--- src/rtl/fifo_pkg.sv ---
// rtl/fifo_pkg.sv - shared Gray/binary pointer conversion for the async FIFO
package fifo_pkg;

  // Functions work at a fixed maximum width; callers zero-extend and truncate.
  // Leading zeros are neutral in both conversions, so any width up to MAX_W is exact.
  localparam int MAX_W = 32;

  function automatic logic [MAX_W-1:0] bin2gray(input logic [MAX_W-1:0] b);
    return b ^ (b >> 1);
  endfunction

  function automatic logic [MAX_W-1:0] gray2bin(input logic [MAX_W-1:0] g);
    logic [MAX_W-1:0] b;
    b = g;
    for (int i = MAX_W - 2; i >= 0; i--) begin
      b[i] = b[i+1] ^ g[i];
    end
    return b;
  endfunction

endpackage

--- src/rtl/fifo_rptr_empty.sv ---
// rtl/fifo_rptr_empty.sv - async FIFO read pointer, empty/almost-empty, level and underflow
module fifo_rptr_empty
  import fifo_pkg::*;
#(
  parameter int ADDR_WIDTH = 4,
  parameter int AE_THRESH  = 2
) (
  input  logic                  rclk,
  input  logic                  rrst,
  input  logic                  rinc,
  input  logic                  rerr_clr,
  input  logic [ADDR_WIDTH:0]   wptr_gray_sync,
  output logic [ADDR_WIDTH-1:0] raddr,
  output logic [ADDR_WIDTH:0]   rptr_gray,
  output logic                  rempty,
  output logic                  ralmost_empty,
  output logic [ADDR_WIDTH:0]   rlevel,
  output logic                  runderflow
);

  localparam int PTR_W = ADDR_WIDTH + 1;
  localparam logic [PTR_W-1:0] AE_T = PTR_W'(AE_THRESH);

  logic [PTR_W-1:0] rbin;
  logic [PTR_W-1:0] rbin_next;
  logic [PTR_W-1:0] rgray_next;
  logic [PTR_W-1:0] wbin_sync;
  logic [PTR_W-1:0] level_next;
  logic             rd_ok;

  always_comb begin
    rd_ok      = rinc & ~rempty;
    rbin_next  = rbin + PTR_W'(rd_ok);
    rgray_next = PTR_W'(bin2gray(MAX_W'(rbin_next)));
    wbin_sync  = PTR_W'(gray2bin(MAX_W'(wptr_gray_sync)));
    // Modular difference; the stale write pointer can only make this low.
    level_next = wbin_sync - rbin_next;
  end

  always_ff @(posedge rclk) begin
    if (rrst) begin
      rbin          <= '0;
      rptr_gray     <= '0;
      rempty        <= 1'b1;
      ralmost_empty <= 1'b1;
      rlevel        <= '0;
      runderflow    <= 1'b0;
    end else begin
      rbin          <= rbin_next;
      rptr_gray     <= rgray_next;
      // Full-width compare: equal low bits with differing MSB is full, not empty.
      rempty        <= (rgray_next == wptr_gray_sync);
      ralmost_empty <= (level_next <= AE_T);
      rlevel        <= level_next;
      runderflow    <= (rinc & rempty) | (runderflow & ~rerr_clr);
    end
  end

  assign raddr = rbin[ADDR_WIDTH-1:0];

endmodule
--- config.mk ---
export PLATFORM = sky130hd
export DESIGN_NAME = fifo_rptr_empty
export DESIGN_NICKNAME = d
export VERILOG_FILES = /design/src/rtl/fifo_pkg.sv /design/src/rtl/fifo_rptr_empty.sv
export SDC_FILE = /design/constraint.sdc
export NUM_CORES = 1
export LEC_CHECK = 0
export ABC_CLOCK_PERIOD_IN_PS = 2700
export CAP_MARGIN = 10
export CORE_UTILIZATION = 35
export DETAILED_ROUTE_END_ITERATION = 8
export PLACE_DENSITY = 0.65
export SYNTH_ARGS = -nofsm -noshare
export SYNTH_HDL_FRONTEND = slang
export SYNTH_SLANG_ARGS = --single-unit
--- constraint.sdc ---
create_clock -name rclk -period 2.7 [get_ports rclk]
set_input_delay 0.405 -clock rclk [delete_from_list [all_inputs] [get_ports rclk]]
set_output_delay 0.405 -clock rclk [all_outputs]
set_load 0.03 [all_outputs]
# After elaboration in Yosys (flattened, before gate mapping)

Index checks and enable logic that the tools add are counted.

Flip-flop bits (word level): 18
Input bits: 9
Output and inout bits: 17
Logic and storage cells: 21

Add/sub/neg operators: 2
$lt $le $gt $ge: 1
Eq/ne operators: 1
Bitwise gates (word level): 11

Operator list:

| operator             | number |
|---|---|
| $add A5 B1 Y5        | 1 |
| $eq A5 B5 Y1         | 1 |
| $le A5 B2 Y1 const B | 1 |
| $sub A5 B5 Y5        | 1 |
| $xor A5 B4 Y5        | 1 |
| $xor A1 B1 Y1        | 4 |
| $and A1 B1 Y1        | 3 |
| $not A1 Y1           | 2 |
| $or A1 B1 Y1         | 1 |

# Logic depth before layout (Yosys ltp)

Depth after elaboration: 6
Gate-level depth with buffers: 10

# Least setup slack after synthesis

OpenSTA, ideal clock, no wires.

Kind: input-to-reg
Start: input wptr_gray_sync[4]
End: register ralmost_empty
Library setup time: 103 ps
Arrival time: 2832 ps
Data required time: 2597 ps
Path slack: -236 ps
Cell stages on the path: 10
Buffers on the path: 0
Path through: xor3_2 > xor2_1 > xnor2_1 > ha_1 > inv_1 > fa_1 > and2_1 > a221o_1 > xor2_1 > a2111oi_2

Cells in the longest elaborated chain, start to end: 6

Ends and longest elaborated chain:

| item                        | RTL line              | text |
|---|---|---|
| start: declaration          | fifo_rptr_empty.sv:12 | `input logic [ADDR_WIDTH:0] wptr_gray_sync,` |
| $xor A1 B1 Y1 (4 in series) | fifo_pkg.sv:16        | `b[i] = b[i+1] ^ g[i];` |
| $sub A5 B5 Y5 *             | fifo_rptr_empty.sv:37 | `level_next = wbin_sync - rbin_next;` |
| $le A5 B2 Y1 *              | fifo_rptr_empty.sv:53 | `ralmost_empty <= (level_next <= AE_T);` |
| end signal: assignment      | fifo_rptr_empty.sv:53 |  |
| end: declaration            | fifo_rptr_empty.sv:16 | `output logic ralmost_empty,` |

Mark *: on every way between the ends. The rest lies on a longest branch, timed or not.
A chain may end at the register's enable or synchronous reset.

# Worst setup path after layout

Start: input rinc
End: register ralmost_empty

Cells in the longest elaborated chain, start to end: 4

Ends and longest elaborated chain:

| item               | RTL line              | text |
|---|---|---|
| start: declaration | fifo_rptr_empty.sv:10 | `input logic rinc,` |
| $and A1 B1 Y1      | fifo_rptr_empty.sv:32 | `rd_ok = rinc & ~rempty;` |
| $add A5 B1 Y5      | fifo_rptr_empty.sv:33 | `rbin_next = rbin + PTR_W'(rd_ok);` |
| net rbin_next[0]   | fifo_rptr_empty.sv:25 | `logic [PTR_W-1:0] rbin_next;` |
| $sub A5 B5 Y5      | fifo_rptr_empty.sv:37 |  |
| $le A5 B2 Y1       | fifo_rptr_empty.sv:53 |  |

The timed path passes the listed nets, and every way through them passes these cells.

==> summary by stage <==
Power
The analysis attributes to cell leakage a power of slightly above 0.6 nW. The areal power density over the cells is 491.2 nW/um^2. VDD sags by at most 0.0003593 V. The total chip power is between 0.7 and 0.8 mW.

Synthesis
The mean cell area of the mapped netlist is between 10 and 15 um^2. In the post-synthesis netlist, the biggest area contributors are sky130_fd_sc_hd__dfxtp_1 36%, sky130_fd_sc_hd__xor2_1 9.4%, sky130_fd_sc_hd__ha_1 8.0%, sky130_fd_sc_hd__xnor2_1 7.5%, sky130_fd_sc_hd__nor2_1 4.0%. The sequential area share after synthesis is 36.46%.

After synthesis, the share of cell area in mux cells is about 1.1%. The compound-cell area share of the yosys netlist is 8.445%. The cell area after technology mapping is 933.4 um^2. The number of distinct library cell variants in the gate-level netlist after synthesis is 33. The post-synthesis sequential element count is 17. The number of nets produced by synthesis is 107. The main combinational cell family by area after synthesis is XOR/XNOR gates. The post-synthesis share of cell area spent on and, or, nand and nor gates is between 10% and 20%. Of the total synthesized cell area, the portion taken by XOR and XNOR cells is a little under a quarter. Of the post-synthesis cell area, the dominant cell type holds 36.46%. The post-synthesis cell type with the largest combined area is sky130_fd_sc_hd__dfxtp_1. Synthesis handed over a netlist of 91 instances. During synthesis, Yosys emitted a total of 0 warnings.

Summing the areas of all fa, ha and maj instances in the mapped netlist gives between 10 and 15% of the synthesized area.

STA
Timing would allow up to 380.2 MHz. The count of endpoints failing hold in the final timing report was 0. Setup repair after global routing could not meet its margin everywhere.

The count of pins over their slew limit is 0. Setup violations remaining at the end of the flow were counted as 0. The final worst setup slack is ~0.07 ns.

Measured against its own limit, the worst slew margin works out to 79.31%. The clock period could shrink to 2.630 ns. Hold is met by roughly 0.47 ns. The worst path uses 97.41% of the clock period. For the pin with the worst max-slew slack, the measured transition is 0.3094 ns. For the final database, setup skew stands at around 0.009 ns.

Drt
The number of optimization iterations in the first detailed-route pass is 4. The detailed-route wire length per cell is 11.87 um. In this run, the number of DRC markers left after iteration 0 of detailed routing was 4. The count of nets left with antenna violations once routing finished came out at 0.

The via count of the routed design is roughly 780. In the routed design, unresolved DRC markers number 0. The via density per instance is 4.621.

Summed over all layers, the routed wires come to 2006 um.

CTS
The number of clock sinks is 17. The hold buffer count at cts is 0. The insertion delay of the later-clocked pin in the worst-skew pair is 0.29 ns.

The root buffer cell chosen for the clock tree is sky130_fd_sc_hd__clkbuf_4. The clock input transition at the sequential cells of the worst setup and hold paths is ~0.10 ns. TritonCTS built the clock tree. TritonCTS created 3 clock buffers. CTS built an H-tree with a depth of 1.

The clock passes through at most 2 buffers.

Run status
The flow ran to the end, and the final reports show no timing, DRC or antenna violations.

Worst setup path
The library cell contributing the largest single delay on the critical path is sky130_fd_sc_hd__clkdlybuf4s50_1. The buffer and inverter count on the worst path is 3. Traced cell by cell, the critical path runs through clkdlybuf4s50_1 > nor2b_4 > buf_4 > ha_4 > ha_4 > inv_2 > fa_2 > and2_4 > a221o_1 > xor2_2 > a2111oi_2.

STA puts the critical path data arrival time at 2.82 ns. STA classifies the critical path endpoint as a flop. The nature of the critical path startpoint is a primary input. Data on the critical path is required at its endpoint by 2.89 ns.

The worst setup path category is in2reg. In this run the worst path has a maximum fanout of 2. The cell family contributing the most delay on the critical path is adder cells. The critical path's most frequent cell is sky130_fd_sc_hd__ha_4. For this run, the slowest stage of the critical path takes 0.42 ns.

Final layout
Summing all multi-input logic gate instances after layout gives between 600 and 700 um^2. The synthesis-to-finish area growth is 60.72%. The area taken by flip-flops and latches is around 340 um^2. The number of filler cells placed in the layout is about 220. The post-route netlist has 34.53% of its cells at a drive strength greater than 1. Once layout is done, the placed cells without fillers occupy 1500 um^2. The final standard cell count with taps included and fillers excluded is approximately 170.

0 antenna diodes ended up in the layout. The net count of the finished layout is 156.

Floorplanning
Measured along the y axis, the die boundary spans approximately 54 um. The row count is 18. In this run the standard cell core region covers 2500 um^2. The die boundary width is 53.64 um. The floorplan step defined a die boundary enclosing 2877 um^2. For this design the top-level I/O count stands at 26. The starting density of the core is 37.34%.

Global route
Entering global routing, the biggest net connects 13 pins. Global routing used 16.81% of the available tracks across all layers. After global routing the overflow that remains totals 0.

The number of antenna violations at the first check in global routing is 0. The first global-routing pass estimated 3422 um of wire. The via count of the first global-routing pass is 722.

Hold path
The tightest min-delay check is of the in2reg type.

Placement
The setup slack after placement is -0.7015 ns. The count of port buffers added during placement is 25. The wire-length estimate of the detail-placed layout is about 1600 um. The congestion estimate from routability-driven global placement came to 0.7697.

The post-placement cell count is roughly 160. The placed instances occupy a cell area of 1371 um^2.

Job
The number of max-cap violations is 0.
[metrics by stage]
| stage | utilization, % | TNS [ns] |
|---|---|---|
| floorplan | - | -0.1135 |
| detailed placement | 54.85 | -1.826 |
| finish | 60.01 | 0 |
| CTS | 58.26 | 0 |
| global placement | 54.85 | -1.572 |
| global route | 60.01 | -0.009974 |
[final timing paths]
path,cells after the start,end,from,slack [ns]
max,11,ralmost_empty,rinc,0.07
min,3,rempty,wptr_gray_sync[2],0.47
max reg2reg,10,ralmost_empty,rempty,0.27
min reg2reg,2,runderflow,runderflow,0.48
[cells in the mapped netlist]
| master | instances |
|---|---|
| sky130_fd_sc_hd__nor3_1 | 1 |
| sky130_fd_sc_hd__xor3_2 | 1 |
| sky130_fd_sc_hd__xnor2_2 | 1 |
| sky130_fd_sc_hd__dfxtp_1 | 17 |
| sky130_fd_sc_hd__fa_1 | 1 |
| sky130_fd_sc_hd__ha_1 | 6 |
| sky130_fd_sc_hd__or2_2 | 1 |
| sky130_fd_sc_hd__a41o_1 | 1 |
| sky130_fd_sc_hd__nand4b_1 | 1 |
| sky130_fd_sc_hd__mux2i_1 | 1 |
| sky130_fd_sc_hd__clkbuf_1 | 1 |
| sky130_fd_sc_hd__xor2_1 | 10 |
| sky130_fd_sc_hd__o21ai_0 | 1 |
| sky130_fd_sc_hd__nor3b_1 | 1 |
| sky130_fd_sc_hd__a21boi_0 | 1 |
| sky130_fd_sc_hd__nor2_1 | 10 |
| sky130_fd_sc_hd__nand2b_1 | 1 |
| sky130_fd_sc_hd__and2_1 | 4 |
| sky130_fd_sc_hd__nand3b_1 | 1 |
| sky130_fd_sc_hd__buf_2 | 1 |
| sky130_fd_sc_hd__nor2b_1 | 5 |
| sky130_fd_sc_hd__o211a_1 | 1 |
| sky130_fd_sc_hd__inv_1 | 4 |
| sky130_fd_sc_hd__buf_6 | 1 |
| sky130_fd_sc_hd__nand2_1 | 2 |
| sky130_fd_sc_hd__a21oi_1 | 1 |
| sky130_fd_sc_hd__o2bb2ai_1 | 1 |
| sky130_fd_sc_hd__a221o_1 | 1 |
| sky130_fd_sc_hd__nand3_1 | 2 |
| sky130_fd_sc_hd__xnor2_1 | 8 |
| sky130_fd_sc_hd__xnor3_1 | 1 |
| sky130_fd_sc_hd__a2111oi_2 | 1 |
| sky130_fd_sc_hd__o211ai_1 | 1 |
[worst min-delay path, delay by kind of cell]
family,cells,cell delay [ns]
xor+xnor,1,0.05
buf+inv,1,0.07
compound gates,1,0.19
[flip-flops by register name, indices dropped and copies added (netlist names)]
name           cells
runderflow         1
rbin               4
ralmost_empty      1
rlevel             5
rptr_gray          5
rempty             1
[routing by layer]
| layer | GRT usage (%) | part of all wire (%) | up-vias |
|---|---|---|---|
| met5 | 0 | 0 | - |
| met1 | 22.05 | 46 | 365 |
| met4 | 5.263 | 0.80 | 0 |
| met3 | 2.542 | 2.7 | 2 |
| li1 | - | - | 397 |
| met2 | 28.13 | 50 | 17 |
[cell families after synthesis]
| kind of cell | Yosys count |
|---|---|
| DFF | 17 |
| adders and majority gates | 7 |
| muxes | 1 |
| xor gates and xnor gates | 21 |
| AOI/OAI and AO/OA | 9 |
| and+or+nand+nor | 29 |
| buffers and inverters | 7 |
[where the power goes]
part	total (mW)	leakage (nW)	switching [mW]	internal, mW
Clock	0.137	0.0150	0.0798	0.0574
Combinational	0.313	0.467	0.147	0.165
Sequential	0.287	0.140	0.0107	0.276
Total	0.737	0.622	0.238	0.499
[layout by cell type (no fill, tap or decap), drive strengths merged]
master         instances
buf                   25
fa                     1
clkbuf                 4
clkdlybuf4s50         22
a2111oi                1
dfxtp                 17
or2                    1
o21ai                  1
nor2b                  5
mux2i                  1
a21boi                 1
o2bb2ai                1
a221o                  1
xor3                   1
nor3b                  1
a41o                   1
a21oi                  1
nand4b                 1
nand2b                 1
xnor2                  9
ha                     6
nand3                  2
xor2                  10
nor2                  10
nand2                  2
o211a                  1
nor3                   1
nand3b                 1
and2                   4
o211ai                 1
xnor3                  1
inv                    4
[final cells by class]
cell class / instances / area share (%)
Inverter: 4 / 1.001
Sequential cell: 17 / 22.69
Tap cell: 30 / 2.502
Timing Repair Buffer: 47 / 27.52
Multi-Input combinational cell: 67 / 44.54
Clock buffer: 4 / 1.751
[repair_timing]
| action | in CTS | in global routing |
|---|---|---|
| pin swaps | 8 | 8 |
| gates cloned | 0 | 0 |
| setup endpoints to repair | 2 | 1 |
| buffers inserted | 0 | 1 |
| resized for setup | 21 | 10 |
(Power assumes the default switching activity.)
